[src/rtl/ff_bank_sequencer_if.sv]
// ff_bank_sequencer_if
// Run-control and result bus of ff_bank_sequencer.
//   start          : run request (driven by the master)
//   busy / done    : controller status; done is a one-cycle pulse
//   step           : index of the current stimulus step
//   err_cnt        : saturating count of mismatching bits in the run
//   err_mask       : sticky per-cell failure flags {sr, jk, t, d}
//   first_err_step : step of the first mismatch (0 when logging is absent)
//   first_err_q    : {q_sr, q_jk, q_t, q_d} seen at the first mismatch
interface ff_bank_sequencer_if #(
   parameter int CNT_W = 8
);
   logic             start;
   logic             busy;
   logic             done;
   logic [7:0]       step;
   logic [CNT_W-1:0] err_cnt;
   logic [3:0]       err_mask;
   logic [7:0]       first_err_step;
   logic [3:0]       first_err_q;

   modport master (
      output start,
      input  busy, done, step, err_cnt, err_mask, first_err_step, first_err_q
   );

   modport slave (
      input  start,
      output busy, done, step, err_cnt, err_mask, first_err_step, first_err_q
   );
endinterface

[src/rtl/ff_bank_sequencer.sv]
// ff_bank_sequencer
// Stimulus and checking engine for the D/T/JK/SR flip-flop bank. A start
// request clears the bank, then drives LFSR-derived inputs for STEPS steps,
// tracking a golden model of every cell and counting output mismatches.
// Ports:
//   clk, reset     : rising-edge clock, asynchronous active-low reset
//   bus (slave)    : start/busy/done handshake and run results
//   ff_rst         : active-high reset to the D, T and JK cells
//   d,t,j,k,s,r    : registered cell inputs
//   q_d,q_t,q_jk,q_sr : cell outputs
// Optional feature: define FFSEQ_ERR_LOG_EN to capture the step and the
// output vector of the first mismatch of each run; otherwise those result
// fields read as 0 and no capture logic exists.
module ff_bank_sequencer #(
   parameter logic [7:0] LFSR_SEED = 8'hA5,
   parameter int         STEPS     = 16,
   parameter int         CNT_W     = 8
) (
   input  logic               clk,
   input  logic               reset,
   ff_bank_sequencer_if.slave bus,
   output logic               ff_rst,
   output logic               d,
   output logic               t,
   output logic               j,
   output logic               k,
   output logic               s,
   output logic               r,
   input  logic               q_d,
   input  logic               q_t,
   input  logic               q_jk,
   input  logic               q_sr
);

   typedef enum logic [2:0] {IDLE, CLR, DRIVE, CHECK, DONE} state_t;

   state_t           state, state_nxt;
   logic             clr_second;
   logic [7:0]       lfsr, lfsr_nxt;
   logic [5:0]       cells;           // {r, s, k, j, t, d}
   logic [7:0]       step_r;
   logic [CNT_W-1:0] err_cnt_r;
   logic [3:0]       err_mask_r;
   logic             m_d, m_t, m_jk, m_sr, sr_valid;
   logic [3:0]       q_vec, mism;
   logic             last_step;

   // SR pair is forced away from 11 by masking r with ~s.
   function automatic logic [5:0] cells_from(input logic [7:0] l);
      return {l[5] & ~l[4], l[4], l[3], l[2], l[1], l[0]};
   endfunction

   function automatic logic [2:0] popcount4(input logic [3:0] v);
      return {2'b00, v[0]} + {2'b00, v[1]} + {2'b00, v[2]} + {2'b00, v[3]};
   endfunction

   function automatic logic [CNT_W-1:0] sat_add(input logic [CNT_W-1:0] a,
                                                input logic [2:0]       b);
      logic [CNT_W+2:0] sum;
      sum = (CNT_W+3)'(a) + (CNT_W+3)'(b);
      if (sum[CNT_W+2:CNT_W] != 3'b000)
         return {CNT_W{1'b1}};
      return sum[CNT_W-1:0];
   endfunction

   assign last_step = (step_r == 8'(STEPS - 1));
   assign q_vec     = {q_sr, q_jk, q_t, q_d};
   // SR has no reset, so its output is meaningless until it has been written.
   assign mism      = {sr_valid & (q_sr ^ m_sr), q_jk ^ m_jk, q_t ^ m_t, q_d ^ m_d};

   always_ff @(posedge clk or negedge reset) begin
      if (!reset) begin
         state      <= IDLE;
         clr_second <= 1'b0;
      end else begin
         state      <= state_nxt;
         clr_second <= (state == CLR) ? ~clr_second : 1'b0;
      end
   end

   always_comb begin
      state_nxt = state;
      lfsr_nxt  = lfsr;
      case (state)
         IDLE:  if (bus.start) state_nxt = CLR;
         CLR: begin
            lfsr_nxt = LFSR_SEED;
            if (clr_second) state_nxt = DRIVE;
         end
         DRIVE: state_nxt = CHECK;
         CHECK: begin
            lfsr_nxt  = {lfsr[6:0], lfsr[7] ^ lfsr[5] ^ lfsr[4] ^ lfsr[3]};
            state_nxt = last_step ? DONE : DRIVE;
         end
         DONE:    state_nxt = IDLE;
         default: state_nxt = IDLE;
      endcase
   end

   // Status is decoded from the state register so reset clears it at once.
   assign bus.busy = (state != IDLE);
   assign bus.done = (state == DONE);
   assign ff_rst   = (state == CLR);

   always_ff @(posedge clk or negedge reset) begin
      if (!reset) begin
         lfsr       <= LFSR_SEED;
         cells      <= '0;
         step_r     <= '0;
         err_cnt_r  <= '0;
         err_mask_r <= '0;
         m_d        <= 1'b0;
         m_t        <= 1'b0;
         m_jk       <= 1'b0;
         m_sr       <= 1'b0;
         sr_valid   <= 1'b0;
      end else begin
         lfsr <= lfsr_nxt;
         // Cell inputs only move when entering CLR or DRIVE.
         if (state_nxt == CLR)
            cells <= '0;
         else if (state_nxt == DRIVE)
            cells <= cells_from(lfsr_nxt);
         case (state)
            CLR: begin
               step_r     <= '0;
               err_cnt_r  <= '0;
               err_mask_r <= '0;
               m_d        <= 1'b0;
               m_t        <= 1'b0;
               m_jk       <= 1'b0;
               m_sr       <= 1'b0;
               sr_valid   <= 1'b0;
            end
            // The bank captures these same inputs on this edge.
            DRIVE: begin
               m_d <= cells[0];
               m_t <= m_t ^ cells[1];
               case ({cells[2], cells[3]})
                  2'b10:   m_jk <= 1'b1;
                  2'b01:   m_jk <= 1'b0;
                  2'b11:   m_jk <= ~m_jk;
                  default: m_jk <= m_jk;
               endcase
               if (cells[4])
                  m_sr <= 1'b1;
               else if (cells[5])
                  m_sr <= 1'b0;
               if (cells[4] | cells[5])
                  sr_valid <= 1'b1;
            end
            CHECK: begin
               err_cnt_r  <= sat_add(err_cnt_r, popcount4(mism));
               err_mask_r <= err_mask_r | mism;
               if (!last_step)
                  step_r <= step_r + 8'd1;
            end
            default: ;
         endcase
      end
   end

   assign {r, s, k, j, t, d} = cells;
   assign bus.step     = step_r;
   assign bus.err_cnt  = err_cnt_r;
   assign bus.err_mask = err_mask_r;

`ifdef FFSEQ_ERR_LOG_EN
   logic [7:0] fe_step;
   logic [3:0] fe_q;

   // An all-clear err_mask means no earlier mismatch in this run.
   always_ff @(posedge clk or negedge reset) begin
      if (!reset) begin
         fe_step <= '0;
         fe_q    <= '0;
      end else if (state == CLR) begin
         fe_step <= '0;
         fe_q    <= '0;
      end else if (state == CHECK && mism != 4'b0000 && err_mask_r == 4'b0000) begin
         fe_step <= step_r;
         fe_q    <= q_vec;
      end
   end

   assign bus.first_err_step = fe_step;
   assign bus.first_err_q    = fe_q;
`else
   assign bus.first_err_step = '0;
   assign bus.first_err_q    = '0;
`endif

endmodule

[src/flat_wrapper.sv]
// flat-port wrapper written by rule: the top's interface ports become plain ports
module ff_bank_sequencer_flat 
#(
   parameter logic [7:0] LFSR_SEED = 8'hA5,
   parameter int         STEPS     = 16,
   parameter int         CNT_W     = 8
)
  (clk, reset, ff_rst, d, t, j, k, s, r, q_d, q_t, q_jk, q_sr, bus_start, bus_busy, bus_done, bus_step, bus_err_cnt, bus_err_mask, bus_first_err_step, bus_first_err_q);
  ff_bank_sequencer_if #(.CNT_W(CNT_W)) bus_i ();
  input  logic clk;
  input  logic reset;
  output logic ff_rst;
  output logic d;
  output logic t;
  output logic j;
  output logic k;
  output logic s;
  output logic r;
  input  logic q_d;
  input  logic q_t;
  input  logic q_jk;
  input  logic q_sr;
  input wire logic [$bits(bus_i.start)-1:0] bus_start;
  output wire logic [$bits(bus_i.busy)-1:0] bus_busy;
  output wire logic [$bits(bus_i.done)-1:0] bus_done;
  output wire logic [$bits(bus_i.step)-1:0] bus_step;
  output wire logic [$bits(bus_i.err_cnt)-1:0] bus_err_cnt;
  output wire logic [$bits(bus_i.err_mask)-1:0] bus_err_mask;
  output wire logic [$bits(bus_i.first_err_step)-1:0] bus_first_err_step;
  output wire logic [$bits(bus_i.first_err_q)-1:0] bus_first_err_q;
  assign bus_i.start = bus_start;
  assign bus_busy = bus_i.busy;
  assign bus_done = bus_i.done;
  assign bus_step = bus_i.step;
  assign bus_err_cnt = bus_i.err_cnt;
  assign bus_err_mask = bus_i.err_mask;
  assign bus_first_err_step = bus_i.first_err_step;
  assign bus_first_err_q = bus_i.first_err_q;
  ff_bank_sequencer #(.LFSR_SEED(LFSR_SEED), .STEPS(STEPS), .CNT_W(CNT_W)) u_core (.clk(clk), .reset(reset), .bus(bus_i), .ff_rst(ff_rst), .d(d), .t(t), .j(j), .k(k), .s(s), .r(r), .q_d(q_d), .q_t(q_t), .q_jk(q_jk), .q_sr(q_sr));
endmodule
[config.mk]
export PLATFORM = sky130hd
export DESIGN_NAME = ff_bank_sequencer_flat
export DESIGN_NICKNAME = d
export VERILOG_FILES = /design/src/rtl/ff_bank_sequencer_if.sv /design/src/rtl/ff_bank_sequencer.sv /design/src/flat_wrapper.sv
export SDC_FILE = /design/constraint.sdc
export NUM_CORES = 1
export LEC_CHECK = 0
export BUFFER_PORTS_ARGS = -buffer_cell sky130_fd_sc_hd__buf_2
export CORE_UTILIZATION = 46
export CTS_CLUSTER_SIZE = 24
export DETAILED_ROUTE_END_ITERATION = 10
export GPL_TIMING_DRIVEN = 0
export HOLD_SLACK_MARGIN = 0.12
export MAX_ROUTING_LAYER = met4
export PLACE_DENSITY_LB_ADDON = 0.2
export SLEW_MARGIN = 15
export SYNTH_ARGS = -nofsm -noshare
export SYNTH_HDL_FRONTEND = slang
export SYNTH_SLANG_ARGS = --single-unit
[constraint.sdc]
create_clock -name clk -period 3.8 [get_ports clk]
set_clock_uncertainty 0.2 [all_clocks]
set_input_delay 0.38 -clock clk [delete_from_list [all_inputs] [get_ports clk]]
set_output_delay 0.38 -clock clk [all_outputs]
set_load 0.01 [all_outputs]
Word level (Yosys, flattened, before mapping)
Index checks and enable logic that the tools add are counted.
{ "totals": {"reg_bits": 43, "inputBits": 7, "out_inout_bits": 41, "wordCells": 82} }
{ "classes": {"n_bitwise": 15, "n_eq_ne": 14, "n_addsub": 5, "n_reduce_logical": 10, "muxes": 25} }
{ "op_table": {"columns": ["operator", "n"], "rows": [
  ["case mux 8 bit (2 select lines)", 3],
  ["two-way mux 8 bit", 3],
  ["two-way mux 6 bit", 2],
  ["case mux 3 bit (4 select lines)", 1],
  ["case mux 1 bit (2 select lines)", 5],
  ["adder 8 x 3 -> 9 bit", 1],
  ["== test 3 x 2 -> 1 bit, second input constant", 3],
  ["two-way mux 3 bit", 3],
  ["adder 8 x 1 -> 8 bit, second input constant", 1],
  ["== test 8 x 4 -> 1 bit, second input constant", 1],
  ["case mux 4 bit (2 select lines)", 1],
  ["AND reduction 2 bit", 4],
  ["XOR 1 bit", 8],
  ["adder 3 x 1 -> 3 bit", 2],
  ["== test 3 x 1 -> 1 bit, second input constant", 2],
  ["two-way mux 1 bit", 6],
  ["nonzero test 2 bit", 3],
  ["nonzero test 3 bit", 2],
  ["== test 2 bit, second input constant", 2],
  ["!= test 4 bit, second input constant", 1],
  ["OR 4 bit", 1],
  ["== test 3 bit, second input constant", 1],
  ["zero test 3 bit", 1],
  ["!= test 3 x 1 -> 1 bit, second input constant", 1],
  ["8 further kinds", 11]
]} }

Depth between registers and ports, before layout
Gate-level depths: netlist (run 1).
{ "depth": {"ltp_word": 10, "depth_mapped": 12, "mapped_depth_nobuf": 12} }

Least setup slack after synthesis (run 1)
No wires, ideal clock.
{ "synth_timing": {"path_kind": "register to register", "startpoint": "register u_core.m_d", "endpoint": "register u_core.err_cnt_r[3], in the netlist u_core.bus.err_cnt[3]", "t_arrival_ns": 2.591, "stages_incl_launch_ff": 13, "synth_period_minus_slack_ns": 2.869, "slack_ns": 0.931, "path_buffers": 0, "setup_time_ns": 0.077, "cell_sequence": "dfrtp_1 xor2_1 ha_1 inv_1 fa_1 inv_1 ha_1 inv_1 fa_1 nor2b_1 o2111a_1 o21ai_0 a21oi_1"} }
{ "synth_between": {"elab_chain_len": 10} }
{ "synth_lines": {"columns": ["element", "line_no", "rtl"], "rows": [
  ["start, declared", "ff_bank_sequencer.sv:44", "logic m_d, m_t, m_jk, m_sr, sr_valid;"],
  ["start signal, assigned", "ff_bank_sequencer.sv:137", "m_d <= cells[0];"],
  ["XOR 1 bit *", "ff_bank_sequencer.sv:69", "assign mism = {sr_valid & (q_sr ^ m_sr), q_jk ^ m_jk, q_t ^ m_t, q_d ^ m_d};"],
  ["adder 1 x 1 -> 2 bit *", "ff_bank_sequencer.sv:54", "return {2'b00, v[0]} + {2'b00, v[1]} + {2'b00, v[2]} + {2'b00, v[3]};"],
  ["adder 3 x 1 -> 3 bit * (2 in series)", "ff_bank_sequencer.sv:54", null],
  ["adder 8 x 3 -> 9 bit *", "ff_bank_sequencer.sv:60", "sum = (CNT_W+3)'(a) + (CNT_W+3)'(b);"],
  ["nonzero test 3 bit", "ff_bank_sequencer.sv:61", "if (sum[CNT_W+2:CNT_W] != 3'b000)"],
  ["two-way mux 1 bit", "ff_bank_sequencer.sv:61", null],
  ["two-way mux 1 bit", "ff_bank_sequencer.sv:124", "case (state)"],
  ["two-way mux 8 bit *", "ff_bank_sequencer.sv:63", "return sum[CNT_W-1:0];"],
  ["case mux 8 bit (2 select lines) *", "ff_bank_sequencer.sv:124", null],
  ["end signal, assigned", "ff_bank_sequencer.sv:153", "err_cnt_r <= sat_add(err_cnt_r, popcount4(mism));"],
  ["end, declared", "ff_bank_sequencer.sv:42", "logic [CNT_W-1:0] err_cnt_r;"]
]} }
Mark *: on every way between the ends. The rest lies on a longest branch, timed or not. The select of a mux whose other input is x is not followed.
A chain may end at the register's enable or synchronous reset.

Final worst setup path (run 1)
{ "layout_timing": {"startpoint": "register u_core.m_d", "endpoint": "register u_core.err_cnt_r[4], in the netlist u_core.bus.err_cnt[4]"} }
Same word-level chain as after synthesis.

==> summary.md, run 1 <==
| Metric | Value |
|---|---|
| DR pass1 iterations | `4` |
| Wire per inst | `around 14 um` |
| Final setup TNS | `0 ns` |
| Worst slew margin relative to its limit | `0.364` |
| Die width | `between 70 and 80 um` |
| Die height | `around 74 um` |
| R2R depth | `12` |
| PortBufs | `35` |
| Htree depth | `2` |
| Largest net degree at the start of global routing | `between 40 and 50` |
| Crit-path slowest cell | `fa_1` |
| Final Wtd Congestion | `0.867` |
| CP cell instances | `xor2_1, ha_1, inv_1, fa_1, inv_1, ha_1, inv_1, fa_1, nor2b_1, o2111a_1, nor4_1, nor3_1` |
| Worst-margin pin slew | `around 0.95 ns` |
| First-pass GRT wire length | `8.00 mm` |
| Synth Instances | `approximately 230` |
| Share of the synthesized area in the top cell type | `0.410` |
| Grt ovf | `0` |
| CP dominant cell by count | `inv_1` |
| Vias in the first global route | `approximately 1.7k` |
| Status | `completed` |
| CTS buffer count | `5` |
| Longest Clk Path Bufs | `2` |
| HP Class | `input pin to flop` |
| Root Buffer | `clkbuf_8` |
| Max cap viols | `0` |
| HPWL after DPL | `around 3.6 mm` |
| Ys async rst share | `1.00` |
| Post-synth EDFFs | `0` |
| Reg clk slew, reported paths | `0.08 ns` |
| Setup Crit Path Kind | `flop to flop` |
| WP data arrival | `~3.2 ns` |
| WL final | `~5.0 mm` |
| Period utilisation layout | `0.834` |
| Ports | `48` |
| Worst Setup End Kind | `flop` |
| DRT antenna net count | `0` |
| Hold Crit Depth | `2` |
| Dpl cells | `344` |
| Startpoint Class | `flop` |
| Unrepaired setup endpoints after global routing | `no` |
| CP Max Fanout | `7` |
| Placement row count | `25` |
| CP peak stage delay | `~0.42 ns` |
| Final Net Count | `about 300` |
| FF-to-FF Start | `u_core.m_d` |
| Netlist cell types | `57` |
| Final setup viols | `0` |
| Area grow syn2layout | `18.0%` |
| Cell taking the most area after synthesis | `dfrtp_1` |
| Util after Layout | `0.580` |
| Initial antenna violation count | `0` |
| CP Buf/Inv Count | `3` |
| Fin crit period | `~3.2 ns` |
| Maximum vdd drop | `between 0.0004 and 0.0005 V` |
| Part of the Yosys area used for sequential elements | `0.454` |
| CTS tree | `built` |
| Core area | `4850 um^2` |
| Share of cells above drive strength 1 | `0.294` |
| Yosys warns | `0` |
| Most common cell in the netlist | `dfrtp_1` |
| HP Start | `bus_start` |
| Hold Crit Endpoint | `u_core.state[0]` |
| R2R Setup Slk | `about 0.63 ns` |
| Worst path top cell family by delay | `adder cells` |
| Ys flop type | `dfrtp_1` |
| Worst path required time | `3.81 ns` |
| Fin. Hold Viols | `0` |
| Overall power | `approximately 2.1 mW` |
| N_diodes | `0` |
| Num Clock Sinks | `43` |
| 1st-iter DRT viols | `94` |
| Most area-consuming cells after synthesis | `dfrtp_1, dfstp_2, ha_1` |
| Average size of a mapped cell | `between 10 and 15 um^2` |
| Mapped cell area | `around 2400 um^2` |
| Leakage | `about 1.4 nW` |
| Avg Vias per Cell | `roughly 5.1` |
| Reg-to-reg endpoint | `u_core.bus.err_cnt[4]` |
| Max Freq | `315 MHz` |
| DRC viols | `0` |
| Routed vias | `roughly 1.8k` |
| Starting density of the core | `0.491` |
| Slew Viols, Final | `0` |
| # fillers | `about 430` |
| Post-synth top cells | `dfrtp_1, nand2_1, nor2_1, o21ai_0, inv_1` |
| Die Area | `between 5000 and 6000 um^2` |
| Fin cells | `353` |
| GRT Resource Usage Total | `0.203` |
| Cell area power density | `757 nW/um^2` |
| #FFs+latches synth | `43` |
| WP depth | `12` |
| Clk_lat worst skew | `0.29 ns` |
-- how the worst max path moves through the flow --
stage	startpoint	endpoint	slack, ns
2_1_floorplan	u_core.m_d	u_core.bus.err_cnt[3]	0.93
3_3_place_gp	q_t	u_core.bus.err_cnt[3]	0.63
3_5_place_dp	q_d	u_core.bus.err_cnt[3]	0.57
4_1_cts	u_core.m_d	u_core.bus.err_cnt[3]	0.61
5_1_grt	u_core.m_d	u_core.bus.err_cnt[3]	0.45
6_report	u_core.m_d	u_core.bus.err_cnt[4]	0.63
-- power breakdown --
group / leakage, nW / switching (mW) / internal (mW) / total, mW
sequential: 0.560 / 0.116 / 0.614 / 0.730
combinational: 0.816 / 0.557 / 0.468 / 1.02
clock: 0.0612 / 0.159 / 0.213 / 0.372
-- area by class of cell --
| cell class | instances | area (um^2) | area share |
|---|---|---|---|
| Sequential cell | 43 | 1080 | 0.385 |
| Clock inverter | 2 | 35.0 | 0.0125 |
| Tap cell | 67 | 83.8 | 0.0298 |
| Multi-Input combinational cell | 166 | 1140 | 0.405 |
| Buffer | 20 | 156 | 0.0557 |
| Clock buffer | 6 | 82.6 | 0.0294 |
| Inverter | 13 | 48.8 | 0.0174 |
| Timing Repair Buffer | 36 | 185 | 0.0659 |
-- what timing repair did --
action,in CTS,in global routing
hold endpoints to repair,39,0
endpoints found under the setup margin,0,0
resized for setup,0,0
setup buffers,0,0
hold buffers,1,0
-- sequential cells by signal, summed over array words and instances (netlist names) --
register and cells:
u_core.m_t 1, u_core.state 3, u_core.bus.err_mask 4, u_core.clr_second 1, u_core.m_d 1, u_core.m_sr 1, u_core.bus.step 8, u_core.sr_valid 1
u_core.cells 6, u_core.m_jk 1, u_core.bus.err_cnt 8, u_core.lfsr 8
-- per-layer routing --
layer / part of all wire / track usage / routed length, um
met5: 0 / - / 0
met4: 0.0094 / 0.0641 / 47
met3: 0.040 / 0.0434 / 202
met2: 0.48 / 0.318 / 2430
met1: 0.47 / 0.264 / 2330
-- cell families (layout without fill, tap and decap cells) --
| family | after synthesis | count (layout) | synth area share |
|---|---|---|---|
| xor gates and xnor gates | 13 | 13 | 0.0478 |
| AOI/OAI and AO/OA | 50 | 50 | 0.142 |
| other | 1 | 12 | 0.00157 |
| DFF | 43 | 43 | 0.454 |
| adders and majority gates | 10 | 10 | 0.0588 |
| and+or+nand+nor | 75 | 75 | 0.174 |
| buffers and inverters | 33 | 77 | 0.0861 |
| muxes | 6 | 6 | 0.0357 |
-- placed cells by master (no fill, tap or decap), types with 3 or more instances in the layout --
cell type | Yosys | final
nand2_1 | 17 | 17
a31oi_1 | 3 | 3
xnor2_1 | 6 | 6
nand4_1 | 3 | 3
xor2_1 | 7 | 7
a21o_1 | 3 | 3
dfstp_2 | 4 | 4
conb_1 | 1 | 12
mux2_4 | 5 | 5
and2_2 | 3 | 3
nor4_1 | 3 | 3
clkbuf_8 | 2 | 8
o21ai_0 | 15 | 15
nor3_1 | 4 | 4
inv_1 | 13 | 13
ha_1 | 8 | 8
dfrtp_1 | 39 | 39
buf_2 | 1 | 36
a21oi_1 | 10 | 10
clkbuf_1 | 3 | 3
nor2b_1 | 5 | 5
nor2_1 | 15 | 15
nand3_1 | 5 | 5
buf_4 | 12 | 12
-- metrics by stage --
stage	setup WS, ns	hold slack (ns)	instance area, um^2
finish	0.629	0.176	2810
global route	0.455	0.177	2810
CTS	0.608	0.163	2810
detailed placement	0.574	0.272	2680
global placement	0.629	0.274	2680
floorplan	0.931	-0.116	2420
-- worst register-to-register path, stage by stage, from the launching register on --
cell	delay (ns)
dfrtp_1	0.41
xor2_1	0.19
ha_1	0.29
inv_1	0.08
fa_1	0.42
inv_1	0.07
ha_1	0.15
inv_1	0.06
fa_1	0.41
nor2b_1	0.20
o2111a_1	0.35
nor4_1	0.08
nor3_1	0.19
(Power assumes the default switching activity.)
==> inputs of run 2 (changes only) <==
Clock period 3.8 ns to 2.81 ns, I/O delays scaled along.
==> run 2 against run 1 <==
  * The run now ends with negative setup slack left
  * Non-clock buffer count rose by 6
  * Global-route usage grew 1.6 points
  * Power is 33% higher
  * Core utilization grew 1.3 points
  * Sequential power is 35% higher
  * Critical path type unchanged
  * Critical endpoint is now u_core.bus.err_cnt[3]
==> summary.md, run 2 (synthesized netlist as in run 1, its figures left out) <==
| Metric | Value |
|---|---|
| Status | `complete, but fails checks` |
| Failing checks | `negative setup slack` |
| Worst slew margin relative to its limit | `0.360` |
| WP data arrival | `~3.0 ns` |
| Share of cells above drive strength 1 | `0.342` |
| Die Area | `~5500 um^2` |
| Most frequent cells in the layout | `dfrtp_1, buf_2, nand2_1, buf_4, nor2_1` |
| FF-to-FF Start | `u_core.m_t` |
| Initial antenna violation count | `0` |
| Comb pwr share | `0.518` |
| Fin crit period | `between 2 and 3 ns` |
| CTS buffer count | `5` |
| Routed vias | `roughly 1.9k` |
| Starting density of the core | `0.491` |
| Slew Viols, Final | `0` |
| Grt ovf | `0` |
| DR pass1 iterations | `4` |
| HP Class | `input pin to flop` |
| Htree depth | `2` |
| Sw Ratio | `0.406` |
| Commonest non-fill, non-tap cell in the layout | `dfrtp_1` |
| Period utilisation layout | `1.05` |
| PortBufs | `35` |
| Hold Crit Endpoint | `u_core.bus.err_mask[0]` |
| Setup Crit Path Kind | `flop to flop` |
| Dpl cells | `about 340` |
| Clk_lat worst skew | `approximately 0.29 ns` |
| Max cap viols | `0` |
| Unrepaired setup endpoints after global routing | `yes` |
| Worst Setup End Kind | `flop` |
| Die width | `around 74 um` |
| Final setup viols | `7` |
| Crit-path slowest cell | `fa_1` |
| WP depth | `12` |
| GRT Resource Usage Total | `0.219` |
| Fin cells | `approximately 360` |
| Final Net Count | `308` |
| Ports | `48` |
| Core area | `4850 um^2` |
| Die height | `about 74 um` |
| Internal power | `1.69 mW` |
| Final Wtd Congestion | `0.850` |
| CP dominant cell by count | `inv_2` |
| First-pass GRT wire length | `between 8 and 9 mm` |
| N_diodes | `0` |
| WL final | `about 5.2 mm` |
| # fillers | `around 430` |
| CTS tree | `built` |
| Worst-margin pin slew | `0.960 ns` |
| Overall power | `~2.8 mW` |
| Max Freq | `about 340 MHz` |
| Worst path required time | `between 2 and 3 ns` |
| CP peak stage delay | `roughly 0.44 ns` |
| CP Buf/Inv Count | `3` |
| Area grow syn2layout | `20.7%` |
| Maximum vdd drop | `between 0.0005 and 0.0006 V` |
| Cell area power density | `between 900 and 1000 nW/um^2` |
| HPWL after DPL | `~3.6 mm` |
| CP Max Fanout | `7` |
| Fin. Hold Viols | `0` |
| HP Start | `q_d` |
| Leakage | `1.45 nW` |
| Largest net degree at the start of global routing | `44` |
| Root Buffer | `clkbuf_8` |
| Num Clock Sinks | `43` |
| DRC viols | `0` |
| R2R Setup Slk | `-0.13 ns` |
| Reg clk slew, reported paths | `around 0.080 ns` |
| Setup slack after layout | `-0.135 ns` |
| Hold_ws | `0.172 ns` |
| CP cell instances | `xor2_2, ha_1, inv_2, fa_1, inv_1, ha_2, inv_2, fa_2, nor2b_4, o2111a_2, o21ai_2, a21oi_1` |
| Startpoint Class | `flop` |
| Wire per inst | `about 14 um` |
| Worst path top cell family by delay | `adder cells` |
| Sw Pwr | `around 1.2 mW` |
| Avg Vias per Cell | `approximately 5.2` |
| Reg-to-reg endpoint | `u_core.bus.err_cnt[3]` |
| R2R depth | `12` |
| Hold Crit Depth | `4` |
| 1st-iter DRT viols | `between 60 and 70` |
| Reg power frac | `0.348` |
| Clock network fraction of design power | `0.134` |
| Placement row count | `25` |
| Vias in the first global route | `roughly 1.8k` |
| DRT antenna net count | `0` |
| Longest Clk Path Bufs | `2` |
-- run 2: cell count changes in the layout (fill, tap and decap cells not counted), sizes merged --
cell and change:
clkbuf +1, buf +5, dlygate4sd3 +1, bufinv -1
-- run 2: timing repair --
action                     4_1_cts  5_1_grt
gates cloned                     0        0
hold endpoints to repair        40        0
setup endpoints to repair        8        9
pin swaps                       10        3
setup buffers                    5        0
gates resized for setup         12        3
hold buffers                     2        0
-- run 2: final cells by class --
type / count / area, um^2 / share of cell area
multi-input cells: 166 / 1190 / 0.413
well taps: 67 / 83.8 / 0.0292
flip-flops and latches: 43 / 1080 / 0.376
clock buffers: 7 / 76.3 / 0.0265
plain buffers: 20 / 156 / 0.0544
repair buffers: 42 / 236 / 0.0822
clock inverters: 1 / 5.00 / 0.00174
inverters: 13 / 48.8 / 0.0170
-- run 2: through the flow --
| step | util | TNS, ns | worst slack [ns] | cell area (um^2) |
|---|---|---|---|---|
| 2_1_floorplan | - | 0 | 0.00105 | 2430 |
| 3_3_place_gp | 0.554 | -0.996 | -0.230 | 2690 |
| 3_5_place_dp | 0.554 | -1.08 | -0.242 | 2690 |
| 4_1_cts | 0.589 | -0.544 | -0.122 | 2860 |
| 5_1_grt | 0.593 | -1.89 | -0.254 | 2880 |
| 6_report | 0.593 | -0.648 | -0.135 | 2880 |
-- run 2: layer usage --
layer  GRT usage  vias up  part of all wire
met1       0.272      923              0.44
met3      0.0447        4             0.041
met2       0.354       47              0.51
met5           -        -                 0
met4      0.0791        0            0.0079
li1            -      898                 -
-- run 2: worst max path at each step --
stage / slack [ns] / startpoint / endpoint
global route: -0.25 / u_core.m_t / u_core.bus.err_cnt[3]
CTS: -0.12 / u_core.m_d / u_core.bus.err_cnt[3]
floorplan: 0.001 / u_core.m_d / u_core.bus.err_cnt[3]
detailed placement: -0.24 / u_core.m_d / u_core.bus.err_cnt[3]
finish: -0.13 / u_core.m_t / u_core.bus.err_cnt[3]
global placement: -0.23 / u_core.m_d / u_core.bus.err_cnt[3]
-- run 2: power by group through the flow --
stage          sequential, mW  clock, mW  combinational (mW)
4_1_cts                 0.987      0.395                1.47
6_report                0.988      0.381                1.47
3_3_place_gp            0.994          0                1.35
5_1_grt                  1.02      0.423                1.64
2_1_floorplan            1.00          0               0.993
3_5_place_dp            0.998          0                1.39
-- run 2: worst reg2reg max path: cells and delay by family, from the launching register on --
kind	cells	cell delay, ns
adder cells (fa/ha/maj)	4	1.27
AO/OA/AOI/OAI	3	0.56
flip-flops	1	0.41
XOR/XNOR	1	0.16
buffers and inverters	3	0.15
AND/OR/NAND/NOR	1	0.13
==> inputs of run 3 (changes only) <==
Settings changed: CELL_PAD_IN_SITES_DETAIL_PLACEMENT set to 2, CELL_PAD_IN_SITES_GLOBAL_PLACEMENT set to 2, CORE_UTILIZATION 46 to 31.
==> run 3 against run 2 <==
  * Worst setup slack worse by 0.058 ns
  * Non-clock buffer count rose by 1
  * Largest cell class unchanged
  * Sequential share of layout area decreased by 0.83 points
  * Core utilization down 19 points
  * Maximum frequency fell by 1.9%
  * Count of clock-buffer cells in the layout is 2 lower
  * Critical path depth grew 1
  * The flow still finishes with violations (negative setup slack)
  * Clock power about the same
  * Routed wire length up 23%
  * Worst hold slack better by 0.032 ns
  * Critical endpoint is now u_core.bus.err_cnt[5]
  * Register-to-register slack got worse by 0.06 ns
  * Sequential cell count unchanged
==> summary.md, run 3 (synthesized netlist as in run 1, its figures left out) <==
| Metric | Value |
|---|---|
| Placement row count | `31` |
| HP Start | `q_d` |
| Fin. Hold Viols | `0` |
| R2R Setup Slk | `-0.19 ns` |
| HP Class | `input pin to flop` |
| Starting density of the core | `0.325` |
| Clock network fraction of design power | `0.131` |
| Fin crit period | `around 3.0 ns` |
| Longest Clk Path Bufs | `2` |
| Ports | `between 40 and 50` |
| Sw Ratio | `0.417` |
| Worst-margin pin slew | `just over 1 ns` |
| Critical Path Source | `u_core.m_d` |
| Die Area | `between 8000 and 9000 um^2` |
| Area grow syn2layout | `23.4%` |
| DRT antenna net count | `0` |
| DR pass1 iterations | `4` |
| Avg Vias per Cell | `approximately 4.9` |
| Leakage | `approximately 1.5 nW` |
| First-pass GRT wire length | `10.4 mm` |
| Unrepaired setup endpoints after global routing | `yes` |
| Worst slew margin relative to its limit | `0.313` |
| Final setup viols | `8` |
| # fillers | `between 800 and 900` |
| Core area | `between 7000 and 8000 um^2` |
| Status | `complete, but fails checks` |
| Maximum vdd drop | `approximately 0.00047 V` |
| Failing checks | `negative setup slack` |
| Hold Crit Depth | `4` |
| CP Max Fanout | `5` |
| Internal power | `approximately 1.7 mW` |
| Grt ovf | `0` |
| Setup Crit Path Kind | `flop to flop` |
| FF-to-FF Start | `u_core.m_d` |
| N_diodes | `0` |
| HPWL after DPL | `4.53 mm` |
| Htree depth | `2` |
| R2R depth | `13` |
| Commonest non-fill, non-tap cell in the layout | `dfrtp_1` |
| Share of cells above drive strength 1 | `0.355` |
| Vias in the first global route | `just over 2k` |
| Setup slack after layout | `-0.192 ns` |
| WL final | `~6.3 mm` |
| Dpl ws | `-0.323 ns` |
| CTS tree | `built` |
| Period utilisation layout | `1.07` |
| Comb pwr share | `0.527` |
| Sw Pwr | `between 1 and 1.5 mW` |
| 1st-iter DRT viols | `87` |
| Final Wtd Congestion | `roughly 0.78` |
| Max Freq | `333 MHz` |
| Cell area power density | `a little under 1000 nW/um^2` |
| Die width | `between 80 and 90 um` |
| Max cap viols | `0` |
| Reg clk slew, reported paths | `~0.09 ns` |
| Largest net degree at the start of global routing | `44` |
| Worst Setup End Kind | `flop` |
| Worst path required time | `approximately 2.8 ns` |
| GRT Resource Usage Total | `0.178` |
| Num Clock Sinks | `43` |
| Initial antenna violation count | `0` |
| WP data arrival | `around 3.0 ns` |
| PortBufs | `35` |
| Most frequent cells in the layout | `dfrtp_1, buf_2, nand2_1, buf_4, nor2_1` |
| Wire per inst | `16.2 um` |
| Util after Layout | `0.401` |
| Root Buffer | `clkbuf_8` |
| Die height | `between 80 and 90 um` |
| Startpoint Class | `flop` |
| Final Net Count | `around 310` |
| Clk_lat worst skew | `0.29 ns` |
| Reg power frac | `0.342` |
| Routed vias | `approximately 1.9k` |
| DRC viols | `0` |
| Slew Viols, Final | `0` |
| CTS buffer count | `5` |
| Overall power | `approximately 2.9 mW` |
-- run 3: changes by cell type in the layout (fill, tap and decap cells not counted), sizes merged --
cell,before,now
clkbuf,12,10
clkinv,1,3
buf,55,56
-- run 3: area by class of cell --
type	instances	area, um^2	area share
Multi-Input combinational cell	166	1190	0.406
Sequential cell	43	1080	0.368
Timing Repair Buffer	43	253	0.0860
Buffer	20	156	0.0532
Tap cell	99	124	0.0421
Clock buffer	5	68.8	0.0234
Inverter	13	48.8	0.0166
Clock inverter	3	15.0	0.00511
-- run 3: worst max-delay path, stage by stage, from the launching register on --
cell and delay [ns]:
dfrtp_1 0.42, xor2_2 0.16, ha_1 0.29, inv_2 0.04, fa_1 0.43, inv_1 0.07
ha_2 0.18, inv_2 0.04, fa_2 0.36, nor2b_4 0.15, o2111a_2 0.29, buf_12 0.13
a22oi_1 0.06, nand3_1 0.11
-- run 3: final timing paths --
check                                              end
worst max-delay path             u_core.bus.err_cnt[5]
worst min-delay path            u_core.bus.err_mask[0]
worst max register to register   u_core.bus.err_cnt[5]
worst min register to register       u_core.clr_second
max in group asynchronous            u_core.clr_second
min in group asynchronous        u_core.bus.err_cnt[6]
-- run 3: timing repair --
item	CTS	global route
gates resized for setup	7	8
setup buffers	3	3
hold buffers	2	0
pin swaps	10	4
hold endpoints to repair	40	0
endpoints found under the setup margin	8	9
-- run 3: power by group through the flow --
| stage | clock network [mW] | logic [mW] | registers, mW |
|---|---|---|---|
| after global routing | 0.430 | 1.74 | 1.03 |
| after detailed placement | 0 | 1.46 | 1.01 |
| after CTS | 0.408 | 1.51 | 1.00 |
| after floorplan | 0 | 0.993 | 1.00 |
| after global placement | 0 | 1.40 | 1.01 |
| final | 0.384 | 1.54 | 0.999 |
-- run 3: stage by stage --
step / setup TNS [ns] / cells / instance area [um^2] / hold WS, ns
after floorplan: 0 / 242 / 2430 / -0.215
after global placement: -1.39 / 376 / 2730 / 0.284
after detailed placement: -1.84 / 376 / 2730 / 0.280
after CTS: -1.05 / 389 / 2870 / 0.192
after global routing: -2.51 / 392 / 2940 / 0.206
final: -1.16 / 392 / 2940 / 0.204
-- run 3: routing by layer --
layer,track usage,part of all wire,up-vias
li1,-,-,897
met1,0.218,0.44,985
met2,0.315,0.54,25
met3,0.0302,0.023,2
met4,0.0216,0.0047,0
met5,-,0,-
